===== src/rtl/axi_cmd_wrr_arbiter.sv =====
// Weighted round-robin arbiter for one AXI command channel, with per-port outstanding-transaction limits.
// Define AXI_WRR_ARB_STARVE_EN to add per-port wait counters that force a grant after P_STARVE cycles.
module axi_cmd_wrr_arbiter #(
  parameter int unsigned P_NPORTS  = 4,
  parameter int unsigned P_IDXW    = 2,
  parameter int unsigned P_WEIGHTW = 4,
  parameter int unsigned P_OSTW    = 3,
  parameter int unsigned P_STARVE  = 64
) (
  input  logic                          aclk,
  input  logic                          aresetn,
  input  logic [P_NPORTS-1:0]           req,
  input  logic                          ack,
  input  logic [P_NPORTS-1:0]           done,
  input  logic [P_NPORTS*P_WEIGHTW-1:0] weight,
  input  logic [P_NPORTS*P_OSTW-1:0]    ost_limit,
  output logic [P_NPORTS-1:0]           gnt,
  output logic [P_IDXW-1:0]             gnt_id,
  output logic                          gnt_valid,
  output logic [P_NPORTS*P_OSTW-1:0]    ost_cnt
);

  typedef enum logic {S_IDLE, S_GRANT} state_e;

  state_e               state_q;
  logic [P_NPORTS-1:0]  gnt_q;
  logic [P_IDXW-1:0]    gnt_id_q;
  logic                 gnt_valid_q;
  logic [P_IDXW-1:0]    ptr_q;
  logic [P_WEIGHTW-1:0] credit_q;
  logic [P_OSTW-1:0]    ost_q [P_NPORTS];
  logic [P_OSTW-1:0]    ost_d [P_NPORTS];

  logic [P_WEIGHTW-1:0] weight_a [P_NPORTS];
  logic [P_OSTW-1:0]    limit_a  [P_NPORTS];
  logic [P_NPORTS-1:0]  inc;
  logic [P_NPORTS-1:0]  elig;
  logic [P_NPORTS-1:0]  starved;
  logic [P_IDXW-1:0]    base;
  logic [P_IDXW-1:0]    idx;
  logic [P_IDXW-1:0]    win;
  logic                 found;
  logic [P_NPORTS-1:0]  win_oh;
  logic [P_WEIGHTW-1:0] credit_load;
  logic                 advance;
  logic                 turn_end;

  // Eligibility uses the post-update counts so a limit hit by this ack is seen at this edge.
  always_comb begin
    for (int unsigned i = 0; i < P_NPORTS; i++) begin
      weight_a[i] = weight[i*P_WEIGHTW +: P_WEIGHTW];
      limit_a[i]  = ost_limit[i*P_OSTW +: P_OSTW];
      inc[i]      = gnt_valid_q && ack && (gnt_id_q == P_IDXW'(i));
      ost_d[i]    = ost_q[i];
      if (inc[i] && !done[i]) begin
        if (ost_q[i] != '1) ost_d[i] = ost_q[i] + 1'b1;
      end else if (!inc[i] && done[i] && (ost_q[i] != '0)) begin
        ost_d[i] = ost_q[i] - 1'b1;
      end
      elig[i] = req[i] && (ost_d[i] != '1) &&
                ((limit_a[i] == '0) || (ost_d[i] < limit_a[i]));
      ost_cnt[i*P_OSTW +: P_OSTW] = ost_q[i];
    end
  end

`ifdef AXI_WRR_ARB_STARVE_EN
  localparam int unsigned SW = $clog2(P_STARVE + 1);
  logic [SW-1:0] wait_q [P_NPORTS];

  always_comb begin
    for (int unsigned i = 0; i < P_NPORTS; i++) begin
      starved[i] = (wait_q[i] == SW'(P_STARVE));
    end
  end

  always_ff @(posedge aclk) begin
    for (int unsigned i = 0; i < P_NPORTS; i++) begin
      if (!aresetn) begin
        wait_q[i] <= '0;
      end else if (gnt_valid_q && (gnt_id_q == P_IDXW'(i))) begin
        wait_q[i] <= '0;
      end else if (req[i] && !starved[i]) begin
        wait_q[i] <= wait_q[i] + 1'b1;
      end
    end
  end
`else
  assign starved = '0;
`endif

  always_comb begin
    base  = (state_q == S_GRANT) ? gnt_id_q : ptr_q;
    found = 1'b0;
    win   = '0;
    idx   = '0;
    // Descending scan so the lowest-index starved port is the one left in win.
    for (int unsigned i = P_NPORTS; i > 0; i--) begin
      if (starved[i-1] && elig[i-1]) begin
        found = 1'b1;
        win   = P_IDXW'(i - 1);
      end
    end
    for (int unsigned k = 1; k <= P_NPORTS; k++) begin
      idx = P_IDXW'((32'(base) + k) % P_NPORTS);
      if (!found && elig[idx]) begin
        found = 1'b1;
        win   = idx;
      end
    end
    win_oh      = '0;
    win_oh[win] = 1'b1;
    credit_load = (weight_a[win] == '0) ? P_WEIGHTW'(1) : weight_a[win];
    advance     = ack || !req[gnt_id_q];
    turn_end    = !req[gnt_id_q] ||
                  (credit_q == P_WEIGHTW'(1)) ||
                  !elig[gnt_id_q] ||
                  (|(starved & elig & ~gnt_q));
  end

  always_ff @(posedge aclk) begin
    if (!aresetn) begin
      state_q     <= S_IDLE;
      gnt_q       <= '0;
      gnt_id_q    <= '0;
      gnt_valid_q <= 1'b0;
      ptr_q       <= P_IDXW'(P_NPORTS - 1);
      credit_q    <= '0;
      for (int unsigned i = 0; i < P_NPORTS; i++) ost_q[i] <= '0;
    end else begin
      for (int unsigned i = 0; i < P_NPORTS; i++) ost_q[i] <= ost_d[i];
      if (state_q == S_IDLE) begin
        if (found) begin
          state_q     <= S_GRANT;
          gnt_q       <= win_oh;
          gnt_id_q    <= win;
          gnt_valid_q <= 1'b1;
          credit_q    <= credit_load;
        end
      end else if (advance) begin
        if (turn_end) begin
          ptr_q <= gnt_id_q;
          if (found) begin
            gnt_q       <= win_oh;
            gnt_id_q    <= win;
            gnt_valid_q <= 1'b1;
            credit_q    <= credit_load;
          end else begin
            state_q     <= S_IDLE;
            gnt_q       <= '0;
            gnt_valid_q <= 1'b0;
          end
        end else begin
          credit_q <= credit_q - 1'b1;
        end
      end
    end
  end

  assign gnt       = gnt_q;
  assign gnt_id    = gnt_id_q;
  assign gnt_valid = gnt_valid_q;

endmodule


===== config.mk =====
export PLATFORM = sky130hd
export DESIGN_NAME = axi_cmd_wrr_arbiter
export DESIGN_NICKNAME = d
export VERILOG_FILES = /design/src/rtl/axi_cmd_wrr_arbiter.sv
export SDC_FILE = /design/constraint.sdc
export NUM_CORES = 1
export LEC_CHECK = 0
export CAP_MARGIN = 10
export CORE_ASPECT_RATIO = 0.7
export CORE_MARGIN = 5
export CORE_UTILIZATION = 40
export DETAILED_ROUTE_END_ITERATION = 10
export PLACE_DENSITY_LB_ADDON = 0.15
export SKIP_LAST_GASP = 1
export SYNTH_ARGS = -nofsm -noshare
export SYNTH_HDL_FRONTEND = slang
export SYNTH_SLANG_ARGS = --single-unit

===== constraint.sdc =====
create_clock -name aclk -period 5.3 [get_ports aclk]
set_input_delay 0.795 -clock aclk [delete_from_list [all_inputs] [get_ports aclk]]
set_output_delay 0.795 -clock aclk [all_outputs]
set_load 0.02 [all_outputs]

==> metrics.cfg <==
[clock_tree]
cts_resized=0
numCtsBuffers=3
htree_levels=1
root_buffer=clkbuf_8
clk_pin_slew_ps=90
cts_sinks=26
clk_path_buf_depth=2
cts_tree=built
postCtsHoldBufs=0
post_cts_buffers=0
clk_latency_ps=270

[flow_run]
max_cap_violations=0

[floorplan]
dieHeight_um=75.28
fp.dieW_um=103.3
num_rows=23
ios=58
core_region_area_um2=5813
dieArea_um2=7772
start_util_pct=41.89

[timing]
tightest_slew_ps=924.1
max_freq_ghz=0.2090
setup_viol=0
post-route-period-util_pct=90.28
slew_violations=0
rsz0062_at_grt=false
relSlewSlack_pct=38.39
finalHoldViolations=0
fin_crit_ps=4785
finalSetupTns_ps=0
hold_ws_ps=473.5
fin_skew_ps=3.805

[synthesis]
synth_seq_cells=26
netlist_area_um2=2435
synth_cells=296
synth_most_common_cell=inv_1
synthesis.yosys.warnings=0
synth-seq-area-share_pct=21.38
dominantRegCellSynth=dfxtp_1
synth_edf_count=0
synth_common_cells=inv_1, dfxtp_1, ha_1
synth_top_area_share_pct=21.38
avgSynthCellArea_um2=8.226
synth_top_area_cell=dfxtp_1
synth_cell_type_count=67
yosys-top-cells-area=dfxtp_1, ha_1, inv_1
synthArstFlopShare_pct=0
syn_nets=357

[power_and_ir_drop]
total_leakage_power_nw=1.295
powerDensity_nw_per_um2=547.1
ir_drop_mv=0.2458
power_mw=1.700

[route]
detail_route.vias_per_cell=5.571
num_vias=2362
wl_per_cell_um=15.20
firstDrtPassIters=4
antenna_left=0
drt_iter0_drc=166
drc=0
wirelength_mm=6.445

[grt]
grt_max_degree=17
antenna_found_initial=0
grt_pass1_vias=2148
gr-usage-all-layers_pct=16.48
grt_pass1_wl_mm=10.25
overflow=0

[setup_path]
r2r_slack_ps=970
critPathLaunch=ack
reg2reg_depth=14
critPathRequiredTime_ps=5480
cp_max_fo=13
timing.rr.start=gnt_id[1]
cp-end-kind=register
endpoint=credit_q[0]
cp-start-kind=input pin
rr_endpoint=credit_q[0]
path_class=in -> reg
crit_arrival_ps=4960

[outcome]
outcome=finished, final reports clean

[finish]
drive_gt1_share_pct=6.590
nets=412
synthToLayoutAreaGrowth_pct=27.60
diodes=0
design_area_um2=3107
final_cells=424
n_fill_cell=569

[place]
placed_cell_area_um2=3065
io_buffers=57
gp_congestion=0.8448
dp_hpwl_mm=5.141
dp.cells=421

[hold_path]
hp-class=reg -> reg

[metrics by stage]
stage,setup slack [ps],utilization [%]
3_3_place_gp,466.7,52.73
4_1_cts,598.5,53.44
2_1_floorplan,1466,-
5_1_grt,321.6,53.44
3_5_place_dp,331.1,52.73
6_report,515.2,53.44
[kinds of logic (layout without fill, tap and decap cells)]
group                      count (synthesis)  in the layout  synth area share [%]
AOI/OAI and AO/OA                         91             91                 28.73
xor gates and xnor gates                   1              1                0.3598
adders and majority gates                 22             22                 11.31
buffers and inverters                     39             92                 6.629
DFF                                       26             26                 21.38
muxes                                     12             12                 6.115
and+or+nand+nor                          105            105                 25.49
[registers in the layout (all words and copies together) (netlist names)]
name	flops
ost_q	12
gnt_id	2
ptr_q	2
state_q	1
gnt	4
credit_q	4
gnt_valid	1
[worst max-delay path, stage by stage]
cell and delay [ps]:
clkdlybuf4s50_1 660, nand4b_1 270, a31o_1 290, a211oi_2 320, ha_1 300, nor2b_1 130, o21a_1 150, o21ai_0 130
and4_1 250, nor2_1 80, a32oi_1 400, and2_4 330, mux2_1 350, o21a_1 180, o41ai_1 310
[cell type report]
| class | count | area (um2) | share of cell area, % |
|---|---|---|---|
| clock buffer | 3 | 41.29 | 1.329 |
| inverter | 30 | 112.6 | 3.625 |
| sequential | 26 | 520.5 | 16.75 |
| timing repair buffer | 59 | 585.6 | 18.85 |
| multi-input combinational | 231 | 1753 | 56.42 |
| tap | 75 | 93.84 | 3.021 |
[layout by cell type, fill, tap and decap left out, types with 4 or more instances in the layout]
master           Yosys  routed
a211o_1              4       4
a21o_1               4       4
a21oi_1             17      17
a31oi_1              5       5
and2_1              12      12
and3_1               4       4
clkdlybuf4s50_1      0      57
dfxtp_1             26      26
ha_1                22      22
inv_1               30      30
mux2i_1              7       7
nand2_1             16      16
nand2b_1             8       8
nand3_1             11      11
nand4_1              7       7
nor2_1              16      16
nor2b_1              4       4
nor3b_1              4       4
o211ai_1             9       9
o21a_1               5       5
o21ai_0             12      12
[where the power goes]
part	switching (mW)	internal, mW
sequential	0.110	0.271
clock	0.0652	0.0511
combinational	0.635	0.568
[how the worst min path moves through the flow]
stage | startpoint | endpoint | cells past startpoint
finish | gnt[2] | gnt[2] | 2
detailed placement | ptr_q[0] | ptr_q[0] | 2
global route | gnt[2] | gnt[2] | 2
floorplan | ptr_q[0] | ptr_q[0] | 2
global placement | ptr_q[0] | ptr_q[0] | 2
CTS | gnt[2] | gnt[2] | 2
[metal layers]
layer  part of all wire, %  GRT usage [%]  vias up
met4                  0.59          2.299        0
met5                     0              0        -
met1                    52          24.89     1075
met2                    41          24.38       64
met3                   6.1          3.704        6
li1                      -              -     1217
Power figures use the tool's default switching activity.
